**src/rtl/feedback_readback.sv**
```systemverilog
// FSMC readback path: snapshots four signed wheel speeds plus robot status and serves them as
// 16-bit words on MCU read cycles, shadowing the high half so 32-bit values are never torn.
module feedback_readback #(
  parameter int          SYNC_STAGES = 2,
  parameter logic [15:0] ID_WORD     = 16'hA518
) (
  input  logic        clk0_i,
  input  logic        rst_i,
  input  logic [31:0] fb_v1_i,
  input  logic [31:0] fb_v2_i,
  input  logic [31:0] fb_v3_i,
  input  logic [31:0] fb_v4_i,
  input  logic        fb_valid_i,
  input  logic        infrared_i,
  input  logic        shoot_done_i,
  input  logic        ne_i,
  input  logic        noe_i,
  input  logic [3:0]  addr_i,
  output logic [15:0] data_out_o,
  output logic        data_oe_o
);

  typedef enum logic [1:0] {
    ST_IDLE  = 2'd0,
    ST_SETUP = 2'd1,
    ST_DRIVE = 2'd2
  } state_t;

  state_t                 state_q, state_d;
  logic [SYNC_STAGES-1:0] ne_sync_q;
  logic [SYNC_STAGES-1:0] noe_sync_q;
  logic                   rd_d_q;
  logic                   rd_s;
  logic                   rd_rise_s;
  logic [3:0]             addr_q, addr_d;
  logic [15:0]            data_out_q, data_out_d;
  logic                   data_oe_q, data_oe_d;
  logic [31:0]            snap_q [4];
  logic [31:0]            fb_vec_s [4];
  logic [15:0]            hi_shadow_q [4];
  logic [15:0]            seq_cnt_q;
  logic                   shoot_sticky_q;
  logic                   infrared_q;
  logic                   shadow_we_s;
  logic                   sticky_clr_s;
  logic [15:0]            rd_mux_s;
  logic [1:0]             sel_s;

  assign fb_vec_s[0] = fb_v1_i;
  assign fb_vec_s[1] = fb_v2_i;
  assign fb_vec_s[2] = fb_v3_i;
  assign fb_vec_s[3] = fb_v4_i;

  assign sel_s     = addr_q[2:1];
  assign rd_s      = ~ne_sync_q[SYNC_STAGES-1] & ~noe_sync_q[SYNC_STAGES-1];
  assign rd_rise_s = rd_s & ~rd_d_q;

  // Bus control synchronizers; reset to the idle (deasserted-high) level.
  always_ff @(posedge clk0_i or posedge rst_i) begin
    if (rst_i) begin
      ne_sync_q  <= {SYNC_STAGES{1'b1}};
      noe_sync_q <= {SYNC_STAGES{1'b1}};
      rd_d_q     <= 1'b0;
    end else begin
      ne_sync_q  <= {ne_sync_q[SYNC_STAGES-2:0], ne_i};
      noe_sync_q <= {noe_sync_q[SYNC_STAGES-2:0], noe_i};
      rd_d_q     <= rd_s;
    end
  end

  // Speed snapshot and sample sequence counter.
  always_ff @(posedge clk0_i or posedge rst_i) begin
    if (rst_i) begin
      for (int k = 0; k < 4; k++) begin
        snap_q[k] <= 32'h0000_0000;
      end
      seq_cnt_q <= 16'h0000;
    end else if (fb_valid_i) begin
      for (int k = 0; k < 4; k++) begin
        snap_q[k] <= fb_vec_s[k];
      end
      seq_cnt_q <= seq_cnt_q + 16'h0001;
    end else begin
      seq_cnt_q <= seq_cnt_q;
    end
  end

  // High-half shadow, loaded from the pre-update snapshot whenever a low half is served.
  always_ff @(posedge clk0_i or posedge rst_i) begin
    if (rst_i) begin
      for (int k = 0; k < 4; k++) begin
        hi_shadow_q[k] <= 16'h0000;
      end
    end else if (shadow_we_s) begin
      hi_shadow_q[sel_s] <= snap_q[sel_s][31:16];
    end else begin
      hi_shadow_q[sel_s] <= hi_shadow_q[sel_s];
    end
  end

  // Status bits: a new kick takes priority over the clear from a completed status read.
  always_ff @(posedge clk0_i or posedge rst_i) begin
    if (rst_i) begin
      shoot_sticky_q <= 1'b0;
      infrared_q     <= 1'b0;
    end else begin
      infrared_q <= infrared_i;
      if (shoot_done_i) begin
        shoot_sticky_q <= 1'b1;
      end else if (sticky_clr_s) begin
        shoot_sticky_q <= 1'b0;
      end else begin
        shoot_sticky_q <= shoot_sticky_q;
      end
    end
  end

  // Word address decode of the readable register map.
  always_comb begin
    rd_mux_s = 16'h0000;
    if (addr_q[3] == 1'b0) begin
      if (addr_q[0] == 1'b0) begin
        rd_mux_s = snap_q[sel_s][15:0];
      end else begin
        rd_mux_s = hi_shadow_q[sel_s];
      end
    end else begin
      case (addr_q)
        4'd8:    rd_mux_s = {14'b0, shoot_sticky_q, infrared_q};
        4'd9:    rd_mux_s = seq_cnt_q;
        4'd15:   rd_mux_s = ID_WORD;
        default: rd_mux_s = 16'h0000;
      endcase
    end
  end

  // Read-cycle FSM state and registered pad outputs.
  always_ff @(posedge clk0_i or posedge rst_i) begin
    if (rst_i) begin
      state_q    <= ST_IDLE;
      addr_q     <= 4'd0;
      data_out_q <= 16'h0000;
      data_oe_q  <= 1'b0;
    end else begin
      state_q    <= state_d;
      addr_q     <= addr_d;
      data_out_q <= data_out_d;
      data_oe_q  <= data_oe_d;
    end
  end

  // Next-state logic; SETUP always advances so a truncated read cannot stall the FSM.
  always_comb begin
    state_d      = state_q;
    addr_d       = addr_q;
    data_out_d   = data_out_q;
    data_oe_d    = data_oe_q;
    shadow_we_s  = 1'b0;
    sticky_clr_s = 1'b0;
    case (state_q)
      ST_IDLE: begin
        data_oe_d = 1'b0;
        if (rd_rise_s) begin
          state_d = ST_SETUP;
          addr_d  = addr_i;
        end else begin
          state_d = ST_IDLE;
        end
      end
      ST_SETUP: begin
        data_out_d  = rd_mux_s;
        data_oe_d   = 1'b1;
        state_d     = ST_DRIVE;
        shadow_we_s = ~addr_q[3] & ~addr_q[0];
      end
      ST_DRIVE: begin
        if (!rd_s) begin
          state_d      = ST_IDLE;
          data_oe_d    = 1'b0;
          sticky_clr_s = (addr_q == 4'd8);
        end else begin
          state_d   = ST_DRIVE;
          data_oe_d = 1'b1;
        end
      end
      default: begin
        state_d   = ST_IDLE;
        data_oe_d = 1'b0;
      end
    endcase
  end

  assign data_out_o = data_out_q;
  assign data_oe_o  = data_oe_q;

endmodule

```
**config.mk**
```make
export PLATFORM = sky130hd
export DESIGN_NAME = feedback_readback
export DESIGN_NICKNAME = d
export VERILOG_FILES = /design/src/rtl/feedback_readback.sv
export SDC_FILE = /design/constraint.sdc
export NUM_CORES = 1
export LEC_CHECK = 0
export ABC_AREA = 1
export CAP_MARGIN = 30
export CORE_MARGIN = 5
export CORE_UTILIZATION = 45
export DETAILED_ROUTE_END_ITERATION = 10
export PLACE_DENSITY = 0.79
export SLEW_MARGIN = 25
export SYNTH_ARGS = -nofsm -noshare
export SYNTH_HDL_FRONTEND = slang
export SYNTH_SLANG_ARGS = --single-unit
```
**constraint.sdc**
```tcl
create_clock -name clk0_i -period 9.35 [get_ports clk0_i]
set_input_delay 0.935 -clock clk0_i [delete_from_list [all_inputs] [get_ports clk0_i]]
set_output_delay 0.935 -clock clk0_i [all_outputs]
set_load 0.05 [all_outputs]
```
==> impl_metrics.json, run 1 <==
{
  "arrival_ns": 3.74,
  "synthArstFlopShare_pct": 100.0,
  "wire_per_inst_um": 17.17,
  "drt_iter0_markers": 728,
  "cap_violations": 0,
  "synth_warnings": 0,
  "vdd_drop_max_mv": 0.1331,
  "wl_mm": 29.05,
  "antenna_found_initial": 0,
  "synth_edf_count": 0,
  "cts_buffers": 26,
  "finalMaxSlewViolations": 0,
  "grt_pass1_vias": 8680,
  "via_per_inst": 5.299,
  "die_h_um": 168.2,
  "switching_share_pct": 33.52,
  "track_usage_pct": 20.04,
  "grt_max_degree": 113,
  "r2r_end": "hi_shadow_q[55]",
  "synth_area_um2": 11260,
  "cts-root-buf": "clkbuf_16",
  "syn2layout_area_growth_pct": 21.61,
  "max_freq_mhz": 297.9,
  "clkLatencyLatePin_ns": 0.53,
  "preCtsSetupSlack_ns": 6.130,
  "p_total_mw": 3.100,
  "hpwl_mm": 20.01,
  "final_antenna_net_count": 0,
  "ys_ff_latch": 238,
  "final_nets": 1489,
  "status": "finished clean",
  "synth-main-ff-cell": "dfrtp_1",
  "grt_pass1_wl_mm": 45.82,
  "switchingPower_mw": 1.039,
  "final_area_um2": 13700,
  "drive_gt1_share_pct": 11.97,
  "hold_path_end": "ne_sync_q[1]",
  "finalWorstSetupSlack_ns": 5.994,
  "cp-start-kind": "flop",
  "io_buffers": 155,
  "power_leakage_nw": 6.152,
  "synth_cell_types": 36,
  "post-route-min-period_ns": 3.356,
  "htreeDepth": 1,
  "seqPwrFrac_pct": 43.1,
  "internal-power_mw": 2.061,
  "hp-class": "flop to flop",
  "setup_viol": 0,
  "io_pins": 156,
  "synth_nets": 1375,
  "path_class": "flop to flop",
  "die_w_um": 168.2,
  "hold_depth": 0,
  "endpoint_kind": "flop",
  "start_util_pct": 45.24,
  "firstDrtPassIters": 7,
  "hold_path_startpoint": "ne_sync_q[0]",
  "whs_ns": 0.3599,
  "overflow": 0,
  "clock-sinks": 238,
  "route.detailed.drc": 0,
  "ctsHoldBuffers": 0,
  "cts_tree": "done",
  "synth.avg_cell_area_um2": 9.149,
  "fin_tns_setup_ns": 0,
  "cts_setup_buffers": 0,
  "tightest_slew_ns": 0.9627,
  "r2r_cells": 7,
  "dr_total_vias": 8966,
  "crit_path_start": "addr_q[0]",
  "rsz0062_at_grt": "false",
  "crit_fanout": 94,
  "clock_power_share_pct": 30.7,
  "insertedDiodeCount": 0,
  "cts.path.max_buffers": 3,
  "relSlewSlack_pct": 35.82,
  "gp_congestion": 0.9224,
  "dpl_cell_area_um2": 12890,
  "timing.rr.start": "addr_q[0]",
  "clk_pin_slew_ns": 0.06,
  "yosysSeqAreaShare_pct": 52.93,
  "worstPathRequired_ns": 9.74,
  "powerDensity_nw_per_um2": 226.4,
  "synth_cells": 1231,
  "core_um2": 24890,
  "cts_resized": 0,
  "num_rows": 58,
  "r2r_slack_ns": 5.99,
  "hold_viol": 0,
  "die-area_um2": 28290,
  "combPwrFrac_pct": 26.2,
  "timing.final.crit_share_pct": 35.90,
  "skew_ns": 0.01172
}
cell type report:
cell class	instances	area, µm²
clock buffers	42	772.0
clock inverters	3	15.01
fillers	2200	11200
inverters	96	370.4
multi-input cells	819	4512
flip-flops and latches	238	5962
well taps	330	412.9
repair buffers	164	1652
registers in the layout, indices dropped and copies added, names as in the netlist:
| name | cells |
|---|---|
| addr_q | 4 |
| data_oe_o | 1 |
| data_out_o | 16 |
| hi_shadow_q | 64 |
| infrared_q | 1 |
| ne_sync_q | 2 |
| noe_sync_q | 2 |
| rd_d_q | 1 |
| seq_cnt_q | 16 |
| shoot_sticky_q | 1 |
| snap_q | 128 |
| state_q | 2 |
synthesized netlist by cell type (7+ instances only):
cell / number / area [µm²]
o21ai_1: 14 / 70.07
o211ai_1: 19 / 142.6
dfrtp_1: 234 / 5856
o21ai_0: 49 / 245.2
buf_2: 44 / 220.2
nand3_1: 156 / 780.8
a21oi_1: 21 / 105.1
buf_1: 7 / 26.28
mux2_2: 95 / 1070
nor2_1: 29 / 108.9
nand2_1: 372 / 1396
inv_1: 90 / 337.8
xor2_1: 10 / 87.58
o311ai_0: 21 / 183.9
clkbuf_1: 14 / 52.55
critical path, cell delays in order (launching register included):
cell	delay [ns]
dfrtp_1	0.71
inv_2	0.31
nand3_2	0.14
buf_4	0.68
clkinv_1	0.72
buf_16	0.37
nand3_1	0.09
o211ai_1	0.10
routing by layer:
layer	global-route usage, %	share of wire [%]	routed length, µm	vias to the layer above
li1	-	-	-	4277
met3	3.686	6.7	1945	59
met2	32.65	48	13850	307
met4	7.198	3.7	1076	0
met1	26.99	42	12180	4323
met5	0	0	0	-
layout by cell type (no fill, tap or decap), drive strengths merged:
cell type / n
ha: 5
xnor2: 2
inv: 95
dfstp: 4
mux2: 95
clkdlybuf4s50: 154
o21ai: 63
nand2: 374
a21o: 1
nand3b: 1
nor3: 6
o311ai: 29
clkinv: 4
buf: 10
a31oi: 2
a21oi: 21
xor2: 10
o211ai: 19
clkbuf: 42
nor2: 33
dfrtp: 234
nand3: 157
nand4: 1
stage by stage:
stage	std cells	util, %
CTS	1691	54.95
global placement	1645	51.67
floorplan	1231	-
finish	1692	55.02
detailed placement	1646	51.78
global route	1692	55.02
how the worst max path moves through the flow:
stage	end	slack, ns
after floorplan	addr_q[0]	1.89
after detailed placement	hi_shadow_q[55]	6.13
after global placement	hi_shadow_q[61]	5.91
final	hi_shadow_q[55]	5.99
after CTS	hi_shadow_q[55]	6.13
after global routing	hi_shadow_q[58]	5.79
cells by family after synthesis:
group / Yosys count / share of synthesized area, %
compound gates: 135 / 7.833
fa+ha+maj: 5 / 0.5555
simple gates: 572 / 21.24
buf+inv: 174 / 7.010
xor+xnor: 12 / 0.9332
flops: 238 / 52.93
mux: 95 / 9.499
power by group through the flow:
stage / clock network (mW) / logic [mW] / registers (mW)
floorplan: 0 / 0.489 / 1.41
global placement: 0 / 0.786 / 1.34
detailed placement: 0 / 0.805 / 1.35
CTS: 0.974 / 0.808 / 1.33
global route: 1.02 / 0.891 / 1.36
finish: 0.952 / 0.812 / 1.34
Note: power is estimated with default switching activity, not from simulation.
==> inputs of run 2 (changes only) <==
- PLACE_DENSITY: 0.79 -> 0.81
- clock period: 9.35 -> 2.75 ns (I/O delays scaled with it)
==> impl_metrics.json, run 2 (synthesized netlist as in run 1, its figures left out) <==
{
  "cp_slowest_cell": "dfrtp_1",
  "route.detailed.drc": 0,
  "final_antenna_net_count": 0,
  "grt_pass1_wl_mm": 48.03,
  "cts_buffers": 26,
  "cts_tree": "done",
  "setup_viol": 0,
  "cap_violations": 0,
  "endpoint_kind": "flop",
  "cts.path.max_buffers": 3,
  "num_rows": 58,
  "overflow": 0,
  "cts-root-buf": "clkbuf_16",
  "wl_mm": 29.75,
  "wire_per_inst_um": 17.41,
  "timing.final.crit_share_pct": 79.22,
  "r2r_slack_ns": 0.57,
  "clk_pin_slew_ns": 0.06,
  "htreeDepth": 1,
  "track_usage_pct": 20.81,
  "via_per_inst": 5.346,
  "largest_reg_flops": 128,
  "crit_end": "hi_shadow_q[27]",
  "final_nets": 1503,
  "clock-sinks": 238,
  "crit_chain": "inv_2 -> nand3_2 -> buf_4 -> nand3_1 -> o311ai_0",
  "crit_fanout": 58,
  "ctsHoldBuffers": 0,
  "rsz0062_at_grt": "false",
  "path_class": "flop to flop",
  "status": "finished clean",
  "power_leakage_nw": 6.308,
  "gp_congestion": 0.9357,
  "skew_ns": 0.01195,
  "drt_iter0_markers": 902,
  "die-area_um2": 28290,
  "postLayoutCoreUtil_pct": 56.20,
  "syn2layout_area_growth_pct": 24.22,
  "largestRegisters": "snap_q: 128 flops, hi_shadow_q: 64 flops",
  "n_fill_cell": 2091,
  "crit_path_start": "addr_q[0]",
  "io_pins": 156,
  "insertedDiodeCount": 0,
  "worstPathRequired_ns": 3.16,
  "r2r_cells": 5,
  "powerDensity_nw_per_um2": 795.5,
  "drive_gt1_share_pct": 13.71,
  "grt_pass1_vias": 9267,
  "grt_max_degree": 93,
  "arrival_ns": 2.59,
  "dr_total_vias": 9136,
  "relSlewSlack_pct": 47.39,
  "final_common_cell": "nand2_1",
  "hpwl_mm": 20.85,
  "r2r_end": "hi_shadow_q[27]",
  "hold_viol": 0,
  "final_cell_mix": "nand2_1 (372), dfrtp_1 (233), nand3_1 (156)",
  "cp-start-kind": "flop",
  "max_freq_mhz": 459.0,
  "vdd_drop_max_mv": 0.4710,
  "hold_depth": 5,
  "hp-class": "input pin to flop",
  "die_w_um": 168.2,
  "antenna_found_initial": 0,
  "io_buffers": 155,
  "tightest_slew_ns": 0.7875,
  "timing.rr.start": "addr_q[0]",
  "firstDrtPassIters": 5,
  "cts_setup_buffers": 0,
  "cts_resized": 0,
  "die_h_um": 168.2,
  "top_register": "snap_q",
  "max_stage_delay_ns": 0.69,
  "placedCellCount": 1661,
  "start_util_pct": 45.24,
  "core_um2": 24890,
  "final_cells": 1709,
  "finalMaxSlewViolations": 0,
  "post-route-min-period_ns": 2.179,
  "clkLatencyLatePin_ns": 0.53
}
==> run 2: metal layers <==
metal	vias up	routed length, µm	track usage (%)
met5	-	0	0
met4	0	1204	7.375
met3	71	1909	3.851
met2	335	14310	34.80
met1	4407	12330	27.26
li1	4323	-	-
==> run 2: layout make-up <==
| cell class | instances | area [µm²] | share of cell area, % |
|---|---|---|---|
| sequential | 238 | 5962 | 42.62 |
| clock inverter | 13 | 170.2 | 1.216 |
| multi-input combinational | 819 | 4512 | 32.25 |
| timing repair buffer | 178 | 1800 | 12.87 |
| clock buffer | 35 | 765.7 | 5.474 |
| tap | 330 | 412.9 | 2.951 |
| inverter | 96 | 366.6 | 2.621 |
==> run 2: stage by stage <==
step | setup slack (ns) | setup TNS, ns | power (mW) | area, µm² | hold WS [ns]
floorplan | -0.6416 | -150.13 | 6.446 | 11270 | 0.2795
global placement | 0.7147 | 0 | 7.300 | 13050 | 0.3468
detailed placement | 0.6647 | 0 | 7.379 | 13050 | 0.3481
CTS | 0.6352 | 0 | 11.15 | 13990 | 0.07327
global route | 0.3224 | 0 | 11.67 | 13990 | 0.09075
finish | 0.5714 | 0 | 11.13 | 13990 | 0.07760
==> run 2: power breakdown <==
group | internal [mW] | switching, mW
Sequential | 4.10 | 0.482
Clock | 2.32 | 1.44
Combinational | 1.03 | 1.75
==> run 2: worst min-delay path by stage <==
| stage | start | end | slack, ns |
|---|---|---|---|
| 2_1_floorplan | ne_i | ne_sync_q[0] | 0.28 |
| 3_3_place_gp | ne_sync_q[0] | ne_sync_q[1] | 0.35 |
| 3_5_place_dp | ne_sync_q[0] | ne_sync_q[1] | 0.35 |
| 4_1_cts | fb_valid_i | seq_cnt_q[2] | 0.07 |
| 5_1_grt | fb_valid_i | seq_cnt_q[2] | 0.09 |
| 6_report | fb_valid_i | seq_cnt_q[2] | 0.08 |
==> run 2: worst max-delay path, delay by kind of cell (launching register included) <==
family          cells  cell delay, ns
flops               1            0.69
simple gates        2            0.39
buf+inv             2            0.79
compound gates      1            0.14
